**config.mk**
```make
export PLATFORM = sky130hd
export DESIGN_NAME = mem_stage_lsu
export DESIGN_NICKNAME = d
export VERILOG_FILES = /design/src/rtl/mem_stage_lsu_pkg.sv /design/src/rtl/mem_stage_lsu_align.sv /design/src/rtl/mem_stage_lsu.sv
export SDC_FILE = /design/constraint.sdc
export NUM_CORES = 1
export LEC_CHECK = 0
export ABC_AREA = 1
export BUFFER_PORTS_ARGS = -buffer_cell sky130_fd_sc_hd__buf_2
export CAP_MARGIN = 20
export CORE_MARGIN = 2
export CORE_UTILIZATION = 50
export CTS_CLUSTER_DIAMETER = 40
export DETAILED_ROUTE_END_ITERATION = 10
export PLACE_DENSITY = 0.82
export SETUP_SLACK_MARGIN = 0.1
export SKIP_LAST_GASP = 1
export SLEW_MARGIN = 10
export SYNTH_ARGS = -nofsm -noshare
export SYNTH_HDL_FRONTEND = slang
export SYNTH_HIERARCHICAL = 1
export SYNTH_SLANG_ARGS = --single-unit
```
**constraint.sdc**
```tcl
create_clock -name ml_clk -period 1.8 [get_ports ml_clk]
set_input_delay 0.09 -clock ml_clk [delete_from_list [all_inputs] [get_ports ml_clk]]
set_output_delay 0.09 -clock ml_clk [all_outputs]
set_load 0.005 [all_outputs]
```
**src/rtl/mem_stage_lsu_pkg.sv**
```systemverilog
// Shared definitions for the memory stage load/store unit.
// Holds the RV funct3 access encodings, the stage FSM state type and the
// helpers that derive strobe width and byte-offset width from DWIDTH.
package mem_stage_lsu_pkg;

   localparam logic [2:0] F3_B  = 3'b000;   // LB / SB
   localparam logic [2:0] F3_H  = 3'b001;   // LH / SH
   localparam logic [2:0] F3_W  = 3'b010;   // LW / SW
   localparam logic [2:0] F3_D  = 3'b011;   // LD / SD (DWIDTH=64 only)
   localparam logic [2:0] F3_BU = 3'b100;   // LBU
   localparam logic [2:0] F3_HU = 3'b101;   // LHU
   localparam logic [2:0] F3_WU = 3'b110;   // LWU (DWIDTH=64 only)

   typedef enum logic [1:0] {
      S_IDLE = 2'd0,   // ready to accept
      S_WAIT = 2'd1,   // request outstanding
      S_DROP = 2'd2    // request outstanding, result to be discarded
   } state_t;

   // STRB_W = DWIDTH/8
   function automatic int unsigned strb_w(input int unsigned dwidth);
      return dwidth / 8;
   endfunction

   // OFF_W = log2(STRB_W)
   function automatic int unsigned off_w(input int unsigned dwidth);
      return $clog2(dwidth / 8);
   endfunction

endpackage

```
**src/rtl/mem_stage_lsu_align.sv**
```systemverilog
// Combinational lane steering for the load/store unit.
// Ports:
//   st_funct3, is_store, st_off, sdata : incoming access (size/sign, direction,
//                                        byte offset, store data)
//   ld_funct3, ld_off, rdata           : captured load access and memory read data
//   wstrb, wdata                       : byte strobes and lane-replicated store data
//   ldata                              : selected, sign/zero-extended load data
//   misalign                           : illegal funct3 or misaligned address
module lsu_align
   import mem_stage_lsu_pkg::*;
#(
   parameter int unsigned DWIDTH = 32,
   parameter int unsigned STRB_W = DWIDTH / 8,
   parameter int unsigned OFF_W  = $clog2(DWIDTH / 8)
)(
   input  logic [2:0]        st_funct3,
   input  logic              is_store,
   input  logic [OFF_W-1:0]  st_off,
   input  logic [DWIDTH-1:0] sdata,
   input  logic [2:0]        ld_funct3,
   input  logic [OFF_W-1:0]  ld_off,
   input  logic [DWIDTH-1:0] rdata,
   output logic [STRB_W-1:0] wstrb,
   output logic [DWIDTH-1:0] wdata,
   output logic [DWIDTH-1:0] ldata,
   output logic              misalign
);

   logic              legal;
   logic [1:0]        sz;
   logic [DWIDTH-1:0] sh;

   always_comb begin
      sz = st_funct3[1:0];
      if (is_store)
         legal = (st_funct3 inside {F3_B, F3_H, F3_W}) ||
                 ((DWIDTH == 64) && (st_funct3 == F3_D));
      else
         legal = (st_funct3 inside {F3_B, F3_H, F3_W, F3_BU, F3_HU}) ||
                 ((DWIDTH == 64) && (st_funct3 inside {F3_D, F3_WU}));
      // An access of 2**sz bytes needs the low sz offset bits clear.
      misalign = !legal || ((32'(st_off) & ((32'd1 << sz) - 32'd1)) != 32'd0);
      // (2**(2**sz) - 1) gives 1, 3, 0xF, 0xFF for byte..double.
      wstrb = STRB_W'(((32'd1 << (32'd1 << sz)) - 32'd1) << st_off);
      case (sz)
         2'd0:    wdata = {STRB_W{sdata[7:0]}};
         2'd1:    wdata = {(DWIDTH / 16){sdata[15:0]}};
         2'd2:    wdata = {(DWIDTH / 32){sdata[31:0]}};
         default: wdata = sdata;
      endcase
   end

   always_comb begin
      sh = rdata >> {ld_off, 3'b000};
      case (ld_funct3)
         F3_B:    ldata = DWIDTH'($signed(sh[7:0]));
         F3_H:    ldata = DWIDTH'($signed(sh[15:0]));
         F3_W:    ldata = DWIDTH'($signed(sh[31:0]));
         F3_BU:   ldata = DWIDTH'(sh[7:0]);
         F3_HU:   ldata = DWIDTH'(sh[15:0]);
         F3_WU:   ldata = DWIDTH'(sh[31:0]);
         default: ldata = sh;
      endcase
   end

endmodule

```
**src/rtl/mem_stage_lsu.sv**
```systemverilog
// Pipeline memory stage with load/store unit.
// Registers execute results through to writeback and performs loads/stores
// over a req/ack data-memory port with variable wait states, ack timeout,
// flush handling and upstream stall generation.
// Ports:
//   ml_clk, ml_rst            : clock, asynchronous active-low reset
//   ml_i_*                    : instruction from execute, downstream stall, flush
//   ml_m_*                    : data-memory request/acknowledge port
//   ml_o_rd_*, ml_o_ce        : result to writeback
//   ml_o_stall                : upstream stall
//   ml_o_misalign/ml_o_timeout: one-cycle error flags alongside ml_o_ce
module mem_stage_lsu
   import mem_stage_lsu_pkg::*;
#(
   parameter int unsigned DWIDTH      = 32,
   parameter int unsigned AWIDTH      = 5,
   parameter int unsigned FUNCT_WIDTH = 3,
   parameter int unsigned MAWIDTH     = 32,
   parameter int unsigned TIMEOUT     = 64
)(
   input  logic                   ml_clk,
   input  logic                   ml_rst,
   input  logic                   ml_i_ce,
   input  logic                   ml_i_load,
   input  logic                   ml_i_store,
   input  logic [FUNCT_WIDTH-1:0] ml_i_funct3,
   input  logic [DWIDTH-1:0]      ml_i_alu_value,
   input  logic [DWIDTH-1:0]      ml_i_rs2_data,
   input  logic [AWIDTH-1:0]      ml_i_rd_addr,
   input  logic [DWIDTH-1:0]      ml_i_rd_data,
   input  logic                   ml_i_rd_we,
   input  logic                   ml_i_stall,
   input  logic                   ml_i_flush,
   output logic                   ml_m_req,
   output logic                   ml_m_we,
   output logic [MAWIDTH-1:0]     ml_m_addr,
   output logic [DWIDTH-1:0]      ml_m_wdata,
   output logic [DWIDTH/8-1:0]    ml_m_wstrb,
   input  logic                   ml_m_ack,
   input  logic [DWIDTH-1:0]      ml_m_rdata,
   output logic                   ml_o_ce,
   output logic [AWIDTH-1:0]      ml_o_rd_addr,
   output logic [DWIDTH-1:0]      ml_o_rd_data,
   output logic                   ml_o_rd_we,
   output logic                   ml_o_stall,
   output logic                   ml_o_misalign,
   output logic                   ml_o_timeout
);

   localparam int unsigned STRB_W = strb_w(DWIDTH);
   localparam int unsigned OFF_W  = off_w(DWIDTH);

   state_t              state_q, state_d;
   logic [7:0]          cnt;
   logic [2:0]          ld_f3;
   logic [OFF_W-1:0]    ld_off;
   logic                is_load_q;
   logic                rd_we_q;

   logic [MAWIDTH-1:0]  eff;
   logic                mem_op, accept, ack, expire, misalign;
   logic [STRB_W-1:0]   wstrb;
   logic [DWIDTH-1:0]   wdata, ldata;

   assign eff        = MAWIDTH'(ml_i_alu_value);
   assign mem_op     = ml_i_load | ml_i_store;
   assign accept     = (state_q == S_IDLE) && ml_i_ce && !ml_i_stall && !ml_i_flush;
   assign ack        = ml_m_req & ml_m_ack;
   assign expire     = (cnt == 8'(TIMEOUT - 1));
   assign ml_o_stall = ml_i_stall | (state_q != S_IDLE);

   lsu_align #(
      .DWIDTH (DWIDTH),
      .STRB_W (STRB_W),
      .OFF_W  (OFF_W)
   ) u_align (
      .st_funct3 (ml_i_funct3[2:0]),
      .is_store  (ml_i_store),
      .st_off    (eff[OFF_W-1:0]),
      .sdata     (ml_i_rs2_data),
      .ld_funct3 (ld_f3),
      .ld_off    (ld_off),
      .rdata     (ml_m_rdata),
      .wstrb     (wstrb),
      .wdata     (wdata),
      .ldata     (ldata),
      .misalign  (misalign)
   );

   always_ff @(posedge ml_clk or negedge ml_rst) begin
      if (!ml_rst) state_q <= S_IDLE;
      else         state_q <= state_d;
   end

   always_comb begin
      state_d = state_q;
      unique case (state_q)
         S_IDLE:  if (accept && mem_op && !misalign) state_d = S_WAIT;
         S_WAIT:  if (ack || expire)                 state_d = S_IDLE;
                  else if (ml_i_flush)               state_d = S_DROP;
         S_DROP:  if (ack || expire)                 state_d = S_IDLE;
         default:                                    state_d = S_IDLE;
      endcase
   end

   always_ff @(posedge ml_clk or negedge ml_rst) begin
      if (!ml_rst) begin
         cnt           <= '0;
         ld_f3         <= '0;
         ld_off        <= '0;
         is_load_q     <= 1'b0;
         rd_we_q       <= 1'b0;
         ml_m_req      <= 1'b0;
         ml_m_we       <= 1'b0;
         ml_m_addr     <= '0;
         ml_m_wdata    <= '0;
         ml_m_wstrb    <= '0;
         ml_o_ce       <= 1'b0;
         ml_o_rd_addr  <= '0;
         ml_o_rd_data  <= '0;
         ml_o_rd_we    <= 1'b0;
         ml_o_misalign <= 1'b0;
         ml_o_timeout  <= 1'b0;
      end else begin
         case (state_q)
            S_IDLE: begin
               // A stalled IDLE cycle freezes the outputs unless it is flushed.
               if (!ml_i_stall || ml_i_flush) begin
                  ml_o_ce       <= 1'b0;
                  ml_o_misalign <= 1'b0;
                  ml_o_timeout  <= 1'b0;
                  if (accept) begin
                     ml_o_rd_addr <= ml_i_rd_addr;
                     ml_o_rd_data <= ml_i_rd_data;
                     if (!mem_op) begin
                        ml_o_ce    <= 1'b1;
                        ml_o_rd_we <= ml_i_rd_we;
                     end else if (misalign) begin
                        ml_o_ce       <= 1'b1;
                        ml_o_rd_we    <= 1'b0;
                        ml_o_misalign <= 1'b1;
                     end else begin
                        ml_o_rd_we <= 1'b0;
                        ml_m_req   <= 1'b1;
                        ml_m_we    <= ml_i_store;
                        ml_m_addr  <= eff & ~MAWIDTH'(STRB_W - 1);
                        ml_m_wdata <= wdata;
                        ml_m_wstrb <= wstrb;
                        cnt        <= '0;
                        ld_f3      <= ml_i_funct3[2:0];
                        ld_off     <= eff[OFF_W-1:0];
                        is_load_q  <= !ml_i_store;
                        rd_we_q    <= ml_i_rd_we;
                     end
                  end
               end
            end
            default: begin
               ml_o_ce       <= 1'b0;
               ml_o_misalign <= 1'b0;
               ml_o_timeout  <= 1'b0;
               if (ack || expire) begin
                  ml_m_req <= 1'b0;
                  ml_m_we  <= 1'b0;
                  // A flush in DROP, or arriving with the ack/timeout, discards the result.
                  if ((state_q == S_WAIT) && !ml_i_flush) begin
                     ml_o_ce <= 1'b1;
                     if (ack) begin
                        ml_o_rd_we <= is_load_q & rd_we_q;
                        if (is_load_q) ml_o_rd_data <= ldata;
                     end else begin
                        ml_o_rd_we   <= 1'b0;
                        ml_o_timeout <= 1'b1;
                     end
                  end
               end else begin
                  cnt <= cnt + 8'd1;
               end
            end
         endcase
      end
   end

endmodule

```
==> results.toml <==
[status]
status = "complete, no violations"

[global_routing]
grt_pass1_wl_um = 35800
antenna_found_initial = 0
grt_pass1_vias = 7424
grt_max_degree = 63
track_usage = 0.310
overflow = 0

[synthesis]
synth_top_cell_area_share = 0.461
ys.flop_type = "dfrtp_1"
ys_types = 31
ys_seq_area_frac = 0.461
yosysWarnings = 6
synth-edff-count = 0
synth.area.top_cells = "dfrtp_1 46%, nand2_1 29%, nand3_1 3.9%, nand3_2 2.6%, buf_4 2.0%"
synth_cells = 945
syn_area_um2 = 6840
syn_area_per_cell_um2 = 7.24
async_flop_share = 1.00
synth.largest_area_cell = "dfrtp_1"
ys_ff_latch = 126

[setup_path]
r2r_slack_ps = 160
crit_end = "ml_o_rd_data[12]"
worstSetupStartpoint = "ld_off[1]"
regToRegStartpoint = "ld_off[1]"
r2r_end = "ml_o_rd_data[12]"
path_class = "reg2reg"
path_cells = "inv_1, buf_4, nand3_1, o211ai_1, nand2_1, nand2_1, nand2_1, nand3_1, nand2_1"
crit_path_max_fanout = 21
cp_common_cell = "nand2_1"
worstRegToRegCells = 9
arrival_ps = 1950
slowest_stage = "dfrtp_2"
worstPathRequired_ps = 2110
setup.worst_path.start_class = "flop"
crit_path_end_kind = "flop"
max_stage_delay_ps = 470

[cells_and_area]
multi_input_area_um2 = 3270
design_area_um2 = 9680
seq_area_um2 = 3160
fillers = 971
final_cell_mix = "527 x nand2_1, 253 x buf_2, 124 x dfrtp_1"
drive_gt1_frac = 0.298
final_common_cell = "nand2_1"
diodes = 0
fin_nets = 1409
area_growth_pct = 41.5

[clock_tree]
cts_tree = "done"
cts_buffers = 17
clk_transition_reported_paths_ps = 60
numClockSinks = 126
htree_levels = 4
clkLatencyLatePin_ps = 420
cts-root-buf = "clkbuf_16"
clk_path_buf_depth = 2

[die]
die_area_um2 = 14600
start_util = 0.515
rows = 42
io-pin-count = 257
core_area_um2 = 13300
die_x_um = 121
die_h_um = 121

[place]
port_buffers = 254
placed_cell_area_um2 = 8210
gp_congestion = 0.963
dpl.hpwl_um = 14500

[pwr]
p_leak_nw = 5.58
p_sw_frac = 0.351
comb_power_share = 0.301
power.internal_mw = 6.61
p_seq_frac = 0.385
powerDensity_nw_per_um2 = 1050
switchingPower_mw = 3.57
ir_drop_mv = 0.746
p_clk_frac = 0.314

[sta]
hold_viol_final = 0
setup_violations = 0
fin_hold_ws_ps = 12.3
tightest_slew_ps = 525
drv_slew = 0
fin_crit_ps = 1640
finalSetupTns_ps = 0
fin_crit_sh = 0.913
rsz0062_at_grt = "no"
fin_skew_ps = 9.60
relSlewSlack = 0.650
max_freq_mhz = 608

[route]
finalWirelength_um = 24000
viasPerCell = 5.35
drt.antenna.violating_nets = 0
dr_total_vias = 7764
drt_iter0_drc = 870
wl_per_cell_um = 16.5
drtPass1Iterations = 6
drc_errors = 0

[worst_hold_path]
holdCritPathClass = "in2reg"
min_path_cells = 5

[run]
cap_viol_max_count = 0
flip-flops by register name (all words and copies together) (netlist names):
| register | flops |
|---|---|
| rd_we_q | 1 |
| ml_m_wstrb | 4 |
| ml_o_rd_addr | 5 |
| ld_off | 2 |
| cnt | 8 |
| ml_o_ce | 1 |
| ml_m_addr | 30 |
| state_q | 2 |
| ml_m_wdata | 32 |
| ml_o_rd_data | 32 |
| ml_m_req | 1 |
| ml_o_misalign | 1 |
| is_load_q | 1 |
| ml_m_we | 1 |
| ml_o_timeout | 1 |
| ml_o_rd_we | 1 |
| ld_f3 | 3 |
synthesized netlist by cell type, types with 6 or more instances:
cell type and number:
nand2_1 530, dfrtp_1 126, nand3_1 53, nor2_1 32, inv_1 30, buf_2 25, o21ai_0 21, buf_4 18
nand3_2 18, a21oi_1 15, o211ai_1 12, nand2_2 10, o21ai_1 8, buf_6 7, clkbuf_1 7, inv_2 6
power by group through the flow:
stage / clock network, mW / logic (mW) / registers [mW]
2_1_floorplan: 0 / 1.59 / 3.91
3_3_place_gp: 0 / 2.68 / 3.92
3_5_place_dp: 0 / 2.76 / 3.91
4_1_cts: 3.22 / 2.87 / 3.89
5_1_grt: 3.35 / 3.40 / 3.99
6_report: 3.20 / 3.07 / 3.93
area by class of cell:
type	count	share of cell area
well taps	176	0.0227
repair buffers	354	0.242
flip-flops and latches	126	0.326
clock buffers	19	0.0457
multi-input cells	727	0.337
inverters	37	0.0156
clock inverters	13	0.0110
per-layer routing:
metal | part of all wire | track usage | up-vias
met5 | 0 | 0 | -
met4 | 0.051 | 0.156 | 0
met3 | 0.10 | 0.0804 | 120
met2 | 0.49 | 0.528 | 505
met1 | 0.36 | 0.361 | 3563
li1 | - | - | 3576
stage by stage:
stage          worst slack [ps]  power (mW)  instances   util
3_5_place_dp                103        6.67       1340  0.617
6_report                    156        10.2       1452  0.728
2_1_floorplan               294        5.51        946      -
4_1_cts                     103        9.99       1438  0.708
3_3_place_gp                137        6.60       1340  0.617
5_1_grt                    42.7        10.7       1452  0.728
worst min-delay path by stage:
stage / startpoint / end / slack, ps
floorplan: ml_rst / cnt[0] / -210
global placement: ml_rst / ml_o_rd_data[18] / 90
detailed placement: ml_rst / ml_o_rd_data[18] / 100
CTS: ml_i_rd_data[20] / ml_o_rd_data[20] / 2
global route: ml_i_rd_data[17] / ml_o_rd_data[17] / 20
finish: ml_i_rd_data[1] / ml_o_rd_data[1] / 10
logic make-up (layout without fill, tap and decap cells):
kind of cell,Yosys count,count (layout),share of synthesized area
AND/OR/NAND/NOR,659,661,0.406
flip-flops,126,126,0.461
buffers and inverters,95,423,0.0766
AO/OA/AOI/OAI,60,60,0.0508
XOR/XNOR,3,3,0.00384
adder cells (fa/ha/maj),1,1,0.00183
other,1,2,0.000548
what timing repair did:
| action | CTS | global route |
|---|---|---|
| endpoints found under the setup margin | 2 | 104 |
| resized for setup | 0 | 21 |
| hold buffers | 65 | 0 |
| setup buffers | 1 | 7 |
| pin swaps | 1 | 8 |
| cloned | 0 | 7 |
| endpoints found under the hold margin | 97 | 0 |
worst max-delay path, delay by kind of cell (launching register included):
family                 cells  cell delay [ps]
AND/OR/NAND/NOR            6              500
flip-flops                 1              470
buffers and inverters      2              420
AO/OA/AOI/OAI              1              140
No activity file was read; power rests on OpenSTA's default activity.
